$ cat config.mk
export PLATFORM = sky130hd
export DESIGN_NAME = cla_pipe_addsub_flat
export DESIGN_NICKNAME = d
export VERILOG_FILES = /design/src/rtl/cla_pipe_addsub_if.sv /design/src/rtl/cla_pipe_addsub.sv /design/src/flat_wrapper.sv
export SDC_FILE = /design/constraint.sdc
export NUM_CORES = 1
export LEC_CHECK = 0
export CAP_MARGIN = 20
export CORE_MARGIN = 8
export CORE_UTILIZATION = 60
export CTS_BUF_LIST = sky130_fd_sc_hd__clkbuf_4
export DETAILED_ROUTE_END_ITERATION = 10
export DONT_BUFFER_PORTS = 1
export HOLD_SLACK_MARGIN = 0.05
export PLACE_DENSITY = 0.76
export SLEW_MARGIN = 20
export SYNTH_ARGS = -nofsm -noshare
export SYNTH_HDL_FRONTEND = slang
export SYNTH_SLANG_ARGS = --single-unit
$ cat constraint.sdc
create_clock -name clk -period 1.6 [get_ports clk]
set_input_delay 0.16 -clock clk [delete_from_list [all_inputs] [get_ports clk]]
set_output_delay 0.16 -clock clk [all_outputs]
set_load 0.05 [all_outputs]
$ cat src/rtl/cla_pipe_addsub_if.sv
// cla_pipe_addsub_if: operation/result handshake bundle for cla_pipe_addsub.
//   master : the client side; drives operands and out_ready, observes results.
//   slave  : the adder side; accepts operands, presents s/co/ov with out_valid.
// Signals: in_valid/in_ready with a, b, ci, sub on the request side;
//          out_valid/out_ready with s, co, ov on the result side.
interface cla_pipe_addsub_if #(
  parameter int unsigned WIDTH = 16
);
  logic             in_valid;
  logic             in_ready;
  logic [WIDTH-1:0] a;
  logic [WIDTH-1:0] b;
  logic             ci;
  logic             sub;
  logic             out_valid;
  logic             out_ready;
  logic [WIDTH-1:0] s;
  logic             co;
  logic             ov;

  modport master (
    output in_valid, a, b, ci, sub, out_ready,
    input  in_ready, out_valid, s, co, ov
  );

  modport slave (
    input  in_valid, a, b, ci, sub, out_ready,
    output in_ready, out_valid, s, co, ov
  );
endinterface

$ cat src/rtl/cla_pipe_addsub.sv
// cla_pipe_addsub: pipelined carry-lookahead adder/subtractor.
//   Operands are split into 4-bit lookahead groups; each pipeline stage
//   resolves STAGE_GRP groups, so latency is L = (WIDTH/4)/STAGE_GRP cycles.
//   A global stall (en = !out_valid || out_ready) freezes every stage.
// Ports:
//   clk     : rising-edge clock
//   reset_n : asynchronous active-low reset (clears valids and outputs)
//   bus     : cla_pipe_addsub_if.slave (in_valid/in_ready, a, b, ci, sub,
//             out_valid/out_ready, s, co, ov)
// Build option: define CLA_PIPE_SAT_EN to clamp s on signed overflow at the
//   final stage (co/ov still report raw values); otherwise s wraps.
module cla_pipe_addsub #(
  parameter int unsigned WIDTH     = 16,
  parameter int unsigned STAGE_GRP = 1
) (
  input logic                 clk,
  input logic                 reset_n,
  cla_pipe_addsub_if.slave    bus
);

  localparam int unsigned NGRP = WIDTH / 4;
  localparam int unsigned L    = NGRP / STAGE_GRP;

  // Stage registers: index k holds the state after stage k+1.
  logic [L-1:0]     v_q;
  logic [WIDTH-1:0] sum_q [L];
  logic [WIDTH-1:0] a_q   [L];
  logic [WIDTH-1:0] bx_q  [L];
  logic [L-1:0]     c_q;
  logic [L-1:0]     cmsb_q;

  logic [WIDTH-1:0] sum_d [L];
  logic [WIDTH-1:0] a_d   [L];
  logic [WIDTH-1:0] bx_d  [L];
  logic [L-1:0]     c_d;
  logic [L-1:0]     cmsb_d;

  logic en;

  // One 4-bit lookahead group. Returns {carry into bit 3, group carry-out, sum}.
  function automatic logic [5:0] grp(input logic [3:0] ga, input logic [3:0] gb,
                                     input logic cin);
    logic [3:0] g, p, c;
    logic       gg, pp;
    g    = ga & gb;
    p    = ga ^ gb;
    c[0] = cin;
    c[1] = g[0] | (p[0] & cin);
    c[2] = g[1] | (p[1] & g[0]) | (p[1] & p[0] & cin);
    c[3] = g[2] | (p[2] & g[1]) | (p[2] & p[1] & g[0]) | (p[2] & p[1] & p[0] & cin);
    gg   = g[3] | (p[3] & g[2]) | (p[3] & p[2] & g[1]) | (p[3] & p[2] & p[1] & g[0]);
    pp   = &p;
    return {c[3], gg | (pp & cin), p ^ c};
  endfunction

  always_comb begin
    logic [WIDTH-1:0] av, bv, sv;
    logic             cv, cm;
    logic [5:0]       r;
    int unsigned      gi;
    av = '0;
    bv = '0;
    sv = '0;
    cv = 1'b0;
    cm = 1'b0;
    r  = '0;
    gi = 0;
    for (int unsigned k = 0; k < L; k++) begin
      if (k == 0) begin
        // Operand inversion lives only in front of the first stage.
        av = bus.a;
        bv = bus.sub ? ~bus.b : bus.b;
        sv = '0;
        cv = bus.sub ? 1'b1 : bus.ci;
      end else begin
        av = a_q[k-1];
        bv = bx_q[k-1];
        sv = sum_q[k-1];
        cv = c_q[k-1];
      end
      cm = 1'b0;
      for (int unsigned j = 0; j < STAGE_GRP; j++) begin
        gi = k * STAGE_GRP + j;
        r  = grp(av[4*gi +: 4], bv[4*gi +: 4], cv);
        sv[4*gi +: 4] = r[3:0];
        cv = r[4];
        cm = r[5];
      end
      // cm is only meaningful in the last stage, whose last group holds the MSB.
      sum_d[k]  = sv;
      a_d[k]    = av;
      bx_d[k]   = bv;
      c_d[k]    = cv;
      cmsb_d[k] = cm;
    end
`ifdef CLA_PIPE_SAT_EN
    // Overflow implies a and bx share a sign; that sign picks the clamp rail.
    if (cmsb_d[L-1] ^ c_d[L-1]) begin
      sum_d[L-1] = a_d[L-1][WIDTH-1] ? {1'b1, {(WIDTH-1){1'b0}}}
                                     : {1'b0, {(WIDTH-1){1'b1}}};
    end
`endif
  end

  assign en = !v_q[L-1] || bus.out_ready;

  always_ff @(posedge clk or negedge reset_n) begin
    if (!reset_n) begin
      v_q    <= '0;
      c_q    <= '0;
      cmsb_q <= '0;
      for (int unsigned k = 0; k < L; k++) begin
        sum_q[k] <= '0;
        a_q[k]   <= '0;
        bx_q[k]  <= '0;
      end
    end else if (en) begin
      v_q[0] <= bus.in_valid;
      for (int unsigned k = 1; k < L; k++) begin
        v_q[k] <= v_q[k-1];
      end
      c_q    <= c_d;
      cmsb_q <= cmsb_d;
      for (int unsigned k = 0; k < L; k++) begin
        sum_q[k] <= sum_d[k];
        a_q[k]   <= a_d[k];
        bx_q[k]  <= bx_d[k];
      end
    end
  end

  assign bus.in_ready  = en;
  assign bus.out_valid = v_q[L-1];
  assign bus.s         = sum_q[L-1];
  assign bus.co        = c_q[L-1];
  assign bus.ov        = cmsb_q[L-1] ^ c_q[L-1];

endmodule
$ cat src/flat_wrapper.sv
// flat-port wrapper written by rule: the top's interface ports become plain ports
module cla_pipe_addsub_flat 
#(
  parameter int unsigned WIDTH     = 16,
  parameter int unsigned STAGE_GRP = 1
)
  (clk, reset_n, bus_in_valid, bus_a, bus_b, bus_ci, bus_sub, bus_out_ready, bus_in_ready, bus_out_valid, bus_s, bus_co, bus_ov);
  cla_pipe_addsub_if #(.WIDTH(WIDTH)) bus_i ();
  input logic clk;
  input logic reset_n;
  input wire logic [$bits(bus_i.in_valid)-1:0] bus_in_valid;
  input wire logic [$bits(bus_i.a)-1:0] bus_a;
  input wire logic [$bits(bus_i.b)-1:0] bus_b;
  input wire logic [$bits(bus_i.ci)-1:0] bus_ci;
  input wire logic [$bits(bus_i.sub)-1:0] bus_sub;
  input wire logic [$bits(bus_i.out_ready)-1:0] bus_out_ready;
  output wire logic [$bits(bus_i.in_ready)-1:0] bus_in_ready;
  output wire logic [$bits(bus_i.out_valid)-1:0] bus_out_valid;
  output wire logic [$bits(bus_i.s)-1:0] bus_s;
  output wire logic [$bits(bus_i.co)-1:0] bus_co;
  output wire logic [$bits(bus_i.ov)-1:0] bus_ov;
  assign bus_i.in_valid = bus_in_valid;
  assign bus_i.a = bus_a;
  assign bus_i.b = bus_b;
  assign bus_i.ci = bus_ci;
  assign bus_i.sub = bus_sub;
  assign bus_i.out_ready = bus_out_ready;
  assign bus_in_ready = bus_i.in_ready;
  assign bus_out_valid = bus_i.out_valid;
  assign bus_s = bus_i.s;
  assign bus_co = bus_i.co;
  assign bus_ov = bus_i.ov;
  cla_pipe_addsub #(.WIDTH(WIDTH), .STAGE_GRP(STAGE_GRP)) u_core (.clk(clk), .reset_n(reset_n), .bus(bus_i));
endmodule
# [Word level (Yosys, flattened, before mapping)]
# Cells that the tools add are included.
[totals] ram_bits=0 output_inout_bits=20 ff_bits=148 input_bits=38 elab_cells=135 n_memories=0 mem_bits_ro=0 latch_bits=0
[classes] div=0 n_lt_le_gt_ge=0 add_sub_neg=0 shifts=0 mux=2 eq_ne=0 n_reduce_logical=6 bitwise=114 multipliers=0
[op_table] operator="1-bit AND" count=60
[op_table] operator="1-bit OR" count=40
[op_table] operator="4-bit XOR" count=8
[op_table] operator="4-bit AND" count=4
[op_table] operator="16-bit 2-to-1 mux" count=1
[op_table] operator="16-bit inverter" count=1
[op_table] operator="4-bit AND reduction" count=4
[op_table] operator="1-bit logical NOT" count=1
[op_table] operator="1-bit logical OR" count=1
[op_table] operator="1-bit 2-to-1 mux" count=1
[op_table] operator="1-bit XOR" count=1

# [Longest topological paths before layout]
# Gate-level depths: netlist of run 1.
[logic_depth] word_depth=8 mapped_depth=8 ltp_nobuf=6

# [Worst setup path before layout of run 1]
# Ideal clock, no wire load.
[synth_path] path_kind="in2reg" start="in bus_sub" end="reg u_core.c_q[0]" required_ns=1.476 arrival_ns=1.540 setup_slack_ns=-0.064 n_path_buf=2 cell_stages=8 setup_time_ns=0.124 path_cell_list="buf_6 buf_4 xor2_1 ha_1 o21ai_2 a21oi_1 o21a_1 o31a_1"
[synth_between] elab_chain_len=7 word_cells_on_any_way=15 cone_classes="mux (2); bitwise (12); reduce/logical (1)"
[synth_rtl] item="start, declared" line_no="flat_wrapper.sv:15" source="input wire logic [$bits(bus_i.sub)-1:0] bus_sub;"
[synth_rtl] item="16-bit 2-to-1 mux" line_no="cla_pipe_addsub.sv:72" source="bv = bus.sub ? ~bus.b : bus.b;"
[synth_rtl] item="4-bit XOR or 4-bit AND (tied branches)" line_no="cla_pipe_addsub.sv:46, cla_pipe_addsub.sv:45"
[synth_rtl] item="1-bit AND" line_no="cla_pipe_addsub.sv:51" source="gg = g[3] | (p[3] & g[2]) | (p[3] & p[2] & g[1]) | (p[3] & p[2] & p[1] & g[0]);"
[synth_rtl] item="1-bit OR or 1-bit AND (tied branches) (2 in a row)" line_no="cla_pipe_addsub.sv:51"
[synth_rtl] item="1-bit OR" line_no="cla_pipe_addsub.sv:51"
[synth_rtl] item="1-bit OR (*)" line_no="cla_pipe_addsub.sv:53" source="return {c[3], gg | (pp & cin), p ^ c};"
[synth_rtl] item="end signal, assigned" line_no="cla_pipe_addsub.sv:110" source="c_q <= '0;"
[synth_rtl] item="end signal, assigned" line_no="cla_pipe_addsub.sv:122" source="c_q <= c_d;"
[synth_rtl] item="end, declared" line_no="cla_pipe_addsub.sv:29" source="logic [L-1:0] c_q;"
# Mark *: on every way between the ends. The rest lies on a longest branch, timed or not.
# A chain may end at the register's enable or synchronous reset.

==> flow_summary.json, run 1 <==
{
  "die_w_um": 101,
  "clk_pin_slew_worst_paths_ns": 0.15,
  "globalRouteOverflowTotal": 0,
  "final.min_clock_period_ns": 1.52,
  "drt_iter0_drc": 151,
  "layout_worst_path_cycle_share_pct": 95.0,
  "netlist_top_cells_area": "sky130_fd_sc_hd__dfrtp_1, sky130_fd_sc_hd__nand2_1, sky130_fd_sc_hd__ha_1",
  "ir_worst_vdd_mv": 0.982,
  "drt_pre_antenna_iters": 4,
  "wl_per_cell_um": 13.8,
  "finish.cell_count_without_fillers": 603,
  "seq_power_share_pct": 49.8,
  "hold_path.class": "primary input to async pin",
  "grt_pass1_wl_mm": 14.1,
  "rsz0062_at_grt": "false",
  "timing.rr.end": "u_core.c_q[2]$_DFFE_PN0P_",
  "maxSlewHeadroom_pct": 65.6,
  "dpl.cell_count": 545,
  "swShare_pct": 42.3,
  "cts_htree_levels": 3,
  "numCtsBuffers": 9,
  "power.share.clock_pct": 15.1,
  "yosys.cell_types.count": 29,
  "ys_async_sr_fraction_pct": 100,
  "most_common_cell_in_the_synthesized_netlist": "sky130_fd_sc_hd__nand2_1",
  "place.gp.congestion": 0.804,
  "timing.critical_path.arrival_ns": 1.91,
  "viasPerCell": 5.08,
  "portBuffers": 0,
  "clock_tree.root_cell": "sky130_fd_sc_hd__clkbuf_4",
  "post-synth-top-area-fraction_pct": 56.2,
  "max_freq_mhz": 658,
  "dieHeight_um": 101,
  "setup_total_negative_slack_ns": 0,
  "combinationalPowerShare_pct": 35.2,
  "design.portCount": 58,
  "synth_top_cells_by_count": "sky130_fd_sc_hd__nand2_1, sky130_fd_sc_hd__dfrtp_1, sky130_fd_sc_hd__xnor2_1",
  "result_of_the_run": "complete, but fails checks",
  "power.density_nw_per_um2": 1950,
  "clkSinkCount": 97,
  "avg_synthesized_cell_area_um2": 9.37,
  "leakage_nw": 2.46,
  "tightestPinTransition_ns": 0.515,
  "postCtsHoldBufs": 41,
  "drc_errors": 0,
  "timing.critical_path.fanout_max": 2,
  "failed_checks": "hold timing",
  "total_count_of_max_transition_violations_in_the_final_report": 0,
  "power_switching_mw": 4.16,
  "layout-area-overhead-vs-synth_pct": 16.5,
  "synth_area_leader_cell": "sky130_fd_sc_hd__dfrtp_1",
  "clock_skew_ns": 0.0166,
  "synthesis.yosys.warnings": 0,
  "yosys_most_used_dff": "sky130_fd_sc_hd__dfrtp_1",
  "synth_area_um2": 4320,
  "regToRegStartpoint": "u_core.bx_d[24]$_DFFE_PN0P_",
  "initial_core_util_pct": 60.9,
  "place_hpwl_mm": 5.06,
  "clockBufferDepth": 2,
  "detail_route.wirelength_mm": 8.35,
  "synthesis.instances": 461,
  "vias": 3062,
  "final_layout_size_suffix_gt1_share_pct": 6.94,
  "logic_depth_of_the_worst_register_to_register_path": 5,
  "insertedDiodeCount": 0,
  "rows": 31,
  "grt_max_degree": 98,
  "die_area_um2": 10200,
  "initial_antenna_violation_count": 0,
  "synth_sequential_area_ratio_pct": 56.2,
  "maxCapViolCount": 0,
  "worst_skew_pair.late_latency_ns": 0.43,
  "cell_internal_pwr_mw": 5.67,
  "worst_setup_path_start_kind": "primary input",
  "endpoint_kind": "flip-flop",
  "path_class": "primary input to flip-flop",
  "finalHoldWorstSlack_ns": -0.607,
  "grt_use_total_pct": 17.6,
  "core_area_um2": 7100,
  "via_count_of_the_first_global_routing_pass": 2998,
  "worstPathRequired_ns": 1.99,
  "synth_enable_flop_cells": 0,
  "mappedNetlistNets": 519,
  "timing.final.setup_violations": 0,
  "r2r_setup_slack_ns": 0.11,
  "layout.nets": 557,
  "cts_tree": "done",
  "yosys_register_bits": 97,
  "antenna_left": 0,
  "report.final.hold_viol_count": 97
}
==> cell usage in the layout (no fill, tap or decap), types with 3 or more instances in the layout <==
cell	count
sky130_fd_sc_hd__a21o_1	3
sky130_fd_sc_hd__xnor2_1	19
sky130_fd_sc_hd__buf_4	7
sky130_fd_sc_hd__dlygate4sd3_1	41
sky130_fd_sc_hd__clkbuf_4	9
sky130_fd_sc_hd__clkinvlp_4	3
sky130_fd_sc_hd__dfrtp_1	97
sky130_fd_sc_hd__o21ai_0	14
sky130_fd_sc_hd__inv_1	12
sky130_fd_sc_hd__nand2_1	206
sky130_fd_sc_hd__xor2_1	7
sky130_fd_sc_hd__fa_1	4
sky130_fd_sc_hd__nor2_1	9
sky130_fd_sc_hd__ha_1	14
sky130_fd_sc_hd__o21ai_1	15
sky130_fd_sc_hd__a21oi_1	17
sky130_fd_sc_hd__a41oi_1	3
==> per-stage QoR <==
| stage | setup slack, ns | hold WS [ns] | power, mW | util, % | cell area (um^2) |
|---|---|---|---|---|---|
| 2_1_floorplan | -0.0355 | -0.136 | 7.45 | - | 4340 |
| 3_3_place_gp | 0.143 | -0.132 | 8.01 | 62.2 | 4420 |
| 3_5_place_dp | 0.0677 | -0.133 | 8.20 | 62.2 | 4420 |
| 4_1_cts | 0.0397 | -0.640 | 9.80 | 70.4 | 5000 |
| 5_1_grt | 0.00818 | -0.650 | 10.6 | 70.9 | 5030 |
| 6_report | 0.0807 | -0.607 | 9.83 | 70.9 | 5030 |
==> worst max-delay path, cell delays in order <==
cell and delay (ns):
sky130_fd_sc_hd__dlygate4sd3_1 0.56, sky130_fd_sc_hd__fa_1 0.53, sky130_fd_sc_hd__dlygate4sd3_1 0.54, sky130_fd_sc_hd__nand2_1 0.05, sky130_fd_sc_hd__nand2_1 0.06
==> flip-flops by register name (all words and copies together) (netlist names) <==
register       flops
u_core.a_d        24
u_core.v_q         4
u_core.c_q         4
u_core.cmsb_q      1
u_core.bus.s      16
u_core.bx_d       24
u_core.sum_d      24
==> power by group through the flow <==
stage	combinational, mW	clock [mW]	sequential [mW]
after global routing	3.95	1.63	5.02
after floorplan	2.63	0	4.82
after global placement	3.13	0	4.88
after detailed placement	3.27	0	4.93
after CTS	3.40	1.52	4.88
final	3.45	1.48	4.89
==> kinds of logic after synthesis <==
kind of cell,count (synthesis),synth area share [%]
AOI/OAI and AO/OA,60,8.05
xor gates and xnor gates,28,5.68
DFF,97,56.2
adders and majority gates,20,6.49
and+or+nand+nor,220,19.3
buffers and inverters,36,4.26
==> repair_timing <==
action / 4_1_cts / 5_1_grt
setup endpoints to repair: 1 / 3
gates resized for setup: 1 / 2
setup buffers: 0 / 1
endpoints found under the hold margin: 130 / 97
==> area by class of cell <==
cell class	count	area, um^2
inverters	13	53.8
well taps	99	124
flip-flops and latches	97	2430
clock buffers	9	67.6
multi-input cells	328	1760
clock inverters	7	100
repair buffers	50	503
fillers	549	2070
==> how the worst max path moves through the flow <==
| stage | startpoint | endpoint | slack, ns | depth (start not counted) |
|---|---|---|---|---|
| global route | u_core.bx_d[13]$_DFFE_PN0P_ | u_core.bus.s[15]$_DFFE_PN0P_ | 0.008 | 5 |
| floorplan | bus_sub | u_core.c_q[0]$_DFFE_PN0P_ | -0.04 | 8 |
| global placement | u_core.bx_d[25]$_DFFE_PN0P_ | u_core.c_q[2]$_DFFE_PN0P_ | 0.14 | 5 |
| finish | bus_a[0] | u_core.sum_d[32]$_DFFE_PN0P_ | 0.08 | 5 |
| detailed placement | u_core.bx_d[37]$_DFFE_PN0P_ | u_core.c_q[1]$_DFFE_PN0P_ | 0.07 | 5 |
| CTS | u_core.v_q[3]$_DFFE_PN0P_ | bus_in_ready | 0.04 | 3 |
==> per-layer routing <==
metal / vias up / wire length [um] / track usage [%]
met5: - / 0 / 0
met4: 0 / 137 / 7.67
met3: 11 / 415 / 4.01
met2: 61 / 4220 / 29.1
met1: 1456 / 3580 / 21.5
li1: 1534 / - / -
Power figures use the tool's default switching activity.
==> inputs of run 2 (changes only) <==
--- a/config.mk
+++ b/config.mk
@@ -5,13 +5,12 @@
 export SDC_FILE = /design/constraint.sdc
 export NUM_CORES = 1
 export LEC_CHECK = 0
-export CAP_MARGIN = 20
 export CORE_MARGIN = 8
 export CORE_UTILIZATION = 60
 export CTS_BUF_LIST = sky130_fd_sc_hd__clkbuf_4
 export DETAILED_ROUTE_END_ITERATION = 10
 export DONT_BUFFER_PORTS = 1
-export HOLD_SLACK_MARGIN = 0.05
+export HOLD_SLACK_MARGIN = 0.06
 export PLACE_DENSITY = 0.76
 export SLEW_MARGIN = 20
 export SYNTH_ARGS = -nofsm -noshare
==> results of run 2 <==
No change in the layout: final DEF, timing and power equal those of run 1.
==> inputs of run 3 (changes only) <==
--- a/config.mk
+++ b/config.mk
@@ -5,7 +5,7 @@
 export SDC_FILE = /design/constraint.sdc
 export NUM_CORES = 1
 export LEC_CHECK = 0
-export CORE_MARGIN = 8
+export CORE_MARGIN = 2
 export CORE_UTILIZATION = 60
 export CTS_BUF_LIST = sky130_fd_sc_hd__clkbuf_4
 export DETAILED_ROUTE_END_ITERATION = 10
==> flow_summary.json, run 3 (same netlist as run 1, synthesis figures left out) <==
{
  "result_of_the_run": "complete, but fails checks",
  "failed_checks": "hold timing",
  "drt_pre_antenna_iters": 4,
  "globalRouteOverflowTotal": 0,
  "portBuffers": 0,
  "die_area_um2": 7900,
  "drt_iter0_drc": 181,
  "dpl.cell_count": 544,
  "timing.rr.end": "u_core.c_q[1]$_DFFE_PN0P_",
  "postCtsHoldBufs": 41,
  "total_count_of_max_transition_violations_in_the_final_report": 0,
  "grt_max_degree": 98,
  "clock_skew_ns": 0.0141,
  "cell_chain_of_the_critical_path": "ha_1 > a41oi_1 > o21ai_1 > a211oi_2 > a21oi_1",
  "critPathCapture": "u_core.c_q[1]$_DFFE_PN0P_",
  "finalHoldWorstSlack_ns": -0.607,
  "leakage_nw": 2.46,
  "design.portCount": 58,
  "grt_pass1_wl_mm": 13.7,
  "dieHeight_um": 88.9,
  "placedInstanceArea_um2": 4430,
  "critPathTopFamily": "compound AO/OA/AOI/OAI gates",
  "layout_common_cells": "sky130_fd_sc_hd__nand2_1, sky130_fd_sc_hd__dfrtp_1, sky130_fd_sc_hd__dlygate4sd3_1, sky130_fd_sc_hd__xnor2_1, sky130_fd_sc_hd__a21oi_1",
  "rows": 30,
  "worst_skew_pair.late_latency_ns": 0.44,
  "report.final.hold_viol_count": 97,
  "r2r_setup_slack_ns": 0.07,
  "numCtsBuffers": 9,
  "power.density_nw_per_um2": 1920,
  "post_cts_buffers": 0,
  "initial_antenna_violation_count": 0,
  "antenna_left": 0,
  "cp_num_buf_inv": 0,
  "maxCapViolCount": 0,
  "final_cell_area_um2": 5000,
  "setup_total_negative_slack_ns": 0,
  "timing.final.setup_violations": 0,
  "setup_ws_ns": 0.0722,
  "tightestPinTransition_ns": 0.510,
  "timing.critical_path.fanout_max": 4,
  "layout-area-overhead-vs-synth_pct": 15.7,
  "endpoint_kind": "flip-flop",
  "clockBufferDepth": 2,
  "logic_depth_of_the_worst_register_to_register_path": 5,
  "cp_slowest_cell": "sky130_fd_sc_hd__dfrtp_1",
  "cts_tree": "done",
  "wl_per_cell_um": 14.0,
  "max_freq_mhz": 655,
  "layout.nets": 559,
  "insertedDiodeCount": 0,
  "cts_htree_levels": 3,
  "maxSlewHeadroom_pct": 66.0,
  "crit_path_start": "u_core.a_d[37]$_DFFE_PN0P_",
  "viasPerCell": 5.12,
  "hold_path.class": "primary input to async pin",
  "core_area_um2": 6870,
  "worst_setup_path_start_kind": "flip-flop",
  "regToRegStartpoint": "u_core.a_d[37]$_DFFE_PN0P_",
  "vias": 3085,
  "path_class": "flip-flop to flip-flop",
  "detail_route.wirelength_mm": 8.45,
  "critPathMaxStageDelay_ns": 0.42,
  "layout.cells.most_common": "sky130_fd_sc_hd__nand2_1",
  "clock_tree.root_cell": "sky130_fd_sc_hd__clkbuf_4",
  "timing.critical_path.depth": 5,
  "layout_worst_path_cycle_share_pct": 95.5,
  "grt_use_total_pct": 22.9,
  "final.min_clock_period_ns": 1.53,
  "finish.cell_count_without_fillers": 602,
  "preCtsSetupSlack_ns": 0.0723,
  "clkSinkCount": 97,
  "power_mw": 9.61,
  "via_count_of_the_first_global_routing_pass": 2999,
  "timing.critical_path.arrival_ns": 1.86,
  "ir_worst_vdd_mv": 0.946,
  "place_hpwl_mm": 5.04,
  "initial_core_util_pct": 62.9,
  "post-route-util_pct": 72.8,
  "die_w_um": 88.9,
  "drc_errors": 0,
  "place.gp.congestion": 0.790,
  "worstPathRequired_ns": 1.93,
  "final_layout_size_suffix_gt1_share_pct": 7.11,
  "clk_pin_slew_worst_paths_ns": 0.14
}
## run 3: final cells by class
class / instances / area, um^2
multi-input combinational: 328 / 1740
timing repair buffer: 52 / 536
clock buffer: 10 / 75.1
clock inverter: 6 / 43.8
tap: 96 / 120
inverter: 13 / 53.8
fill: 537 / 1870
sequential: 97 / 2430
## run 3: metal layers
layer  wire length, um  track usage, %
met5                 0               0
met2              4170            38.1
met3               289            3.08
met4               198            9.64
met1              3790            30.4
## run 3: report_power, final
group	internal, mW	switching [mW]	total, mW
sequential	3.52	1.36	4.88
clock	0.340	0.816	1.16
combinational	1.52	2.06	3.58
## run 3: repair_timing
action,in CTS,in global routing
resized for setup,1,3
hold endpoints to repair,130,97
gates cloned,0,1
setup endpoints to repair,1,3
## run 3: how the worst min path moves through the flow
stage                  from                     endpoint  slack, ns  depth (start not counted)
finish              reset_n  u_core.bus.s[0]$_DFFE_PN0P_      -0.61                          0
global placement    reset_n  u_core.bus.s[0]$_DFFE_PN0P_      -0.13                          0
global route        reset_n  u_core.bus.s[1]$_DFFE_PN0P_      -0.64                          0
floorplan           reset_n   u_core.a_d[12]$_DFFE_PN0P_      -0.14                          0
CTS                 reset_n   u_core.a_d[13]$_DFFE_PN0P_      -0.62                          0
detailed placement  reset_n  u_core.bus.s[0]$_DFFE_PN0P_      -0.13                          0
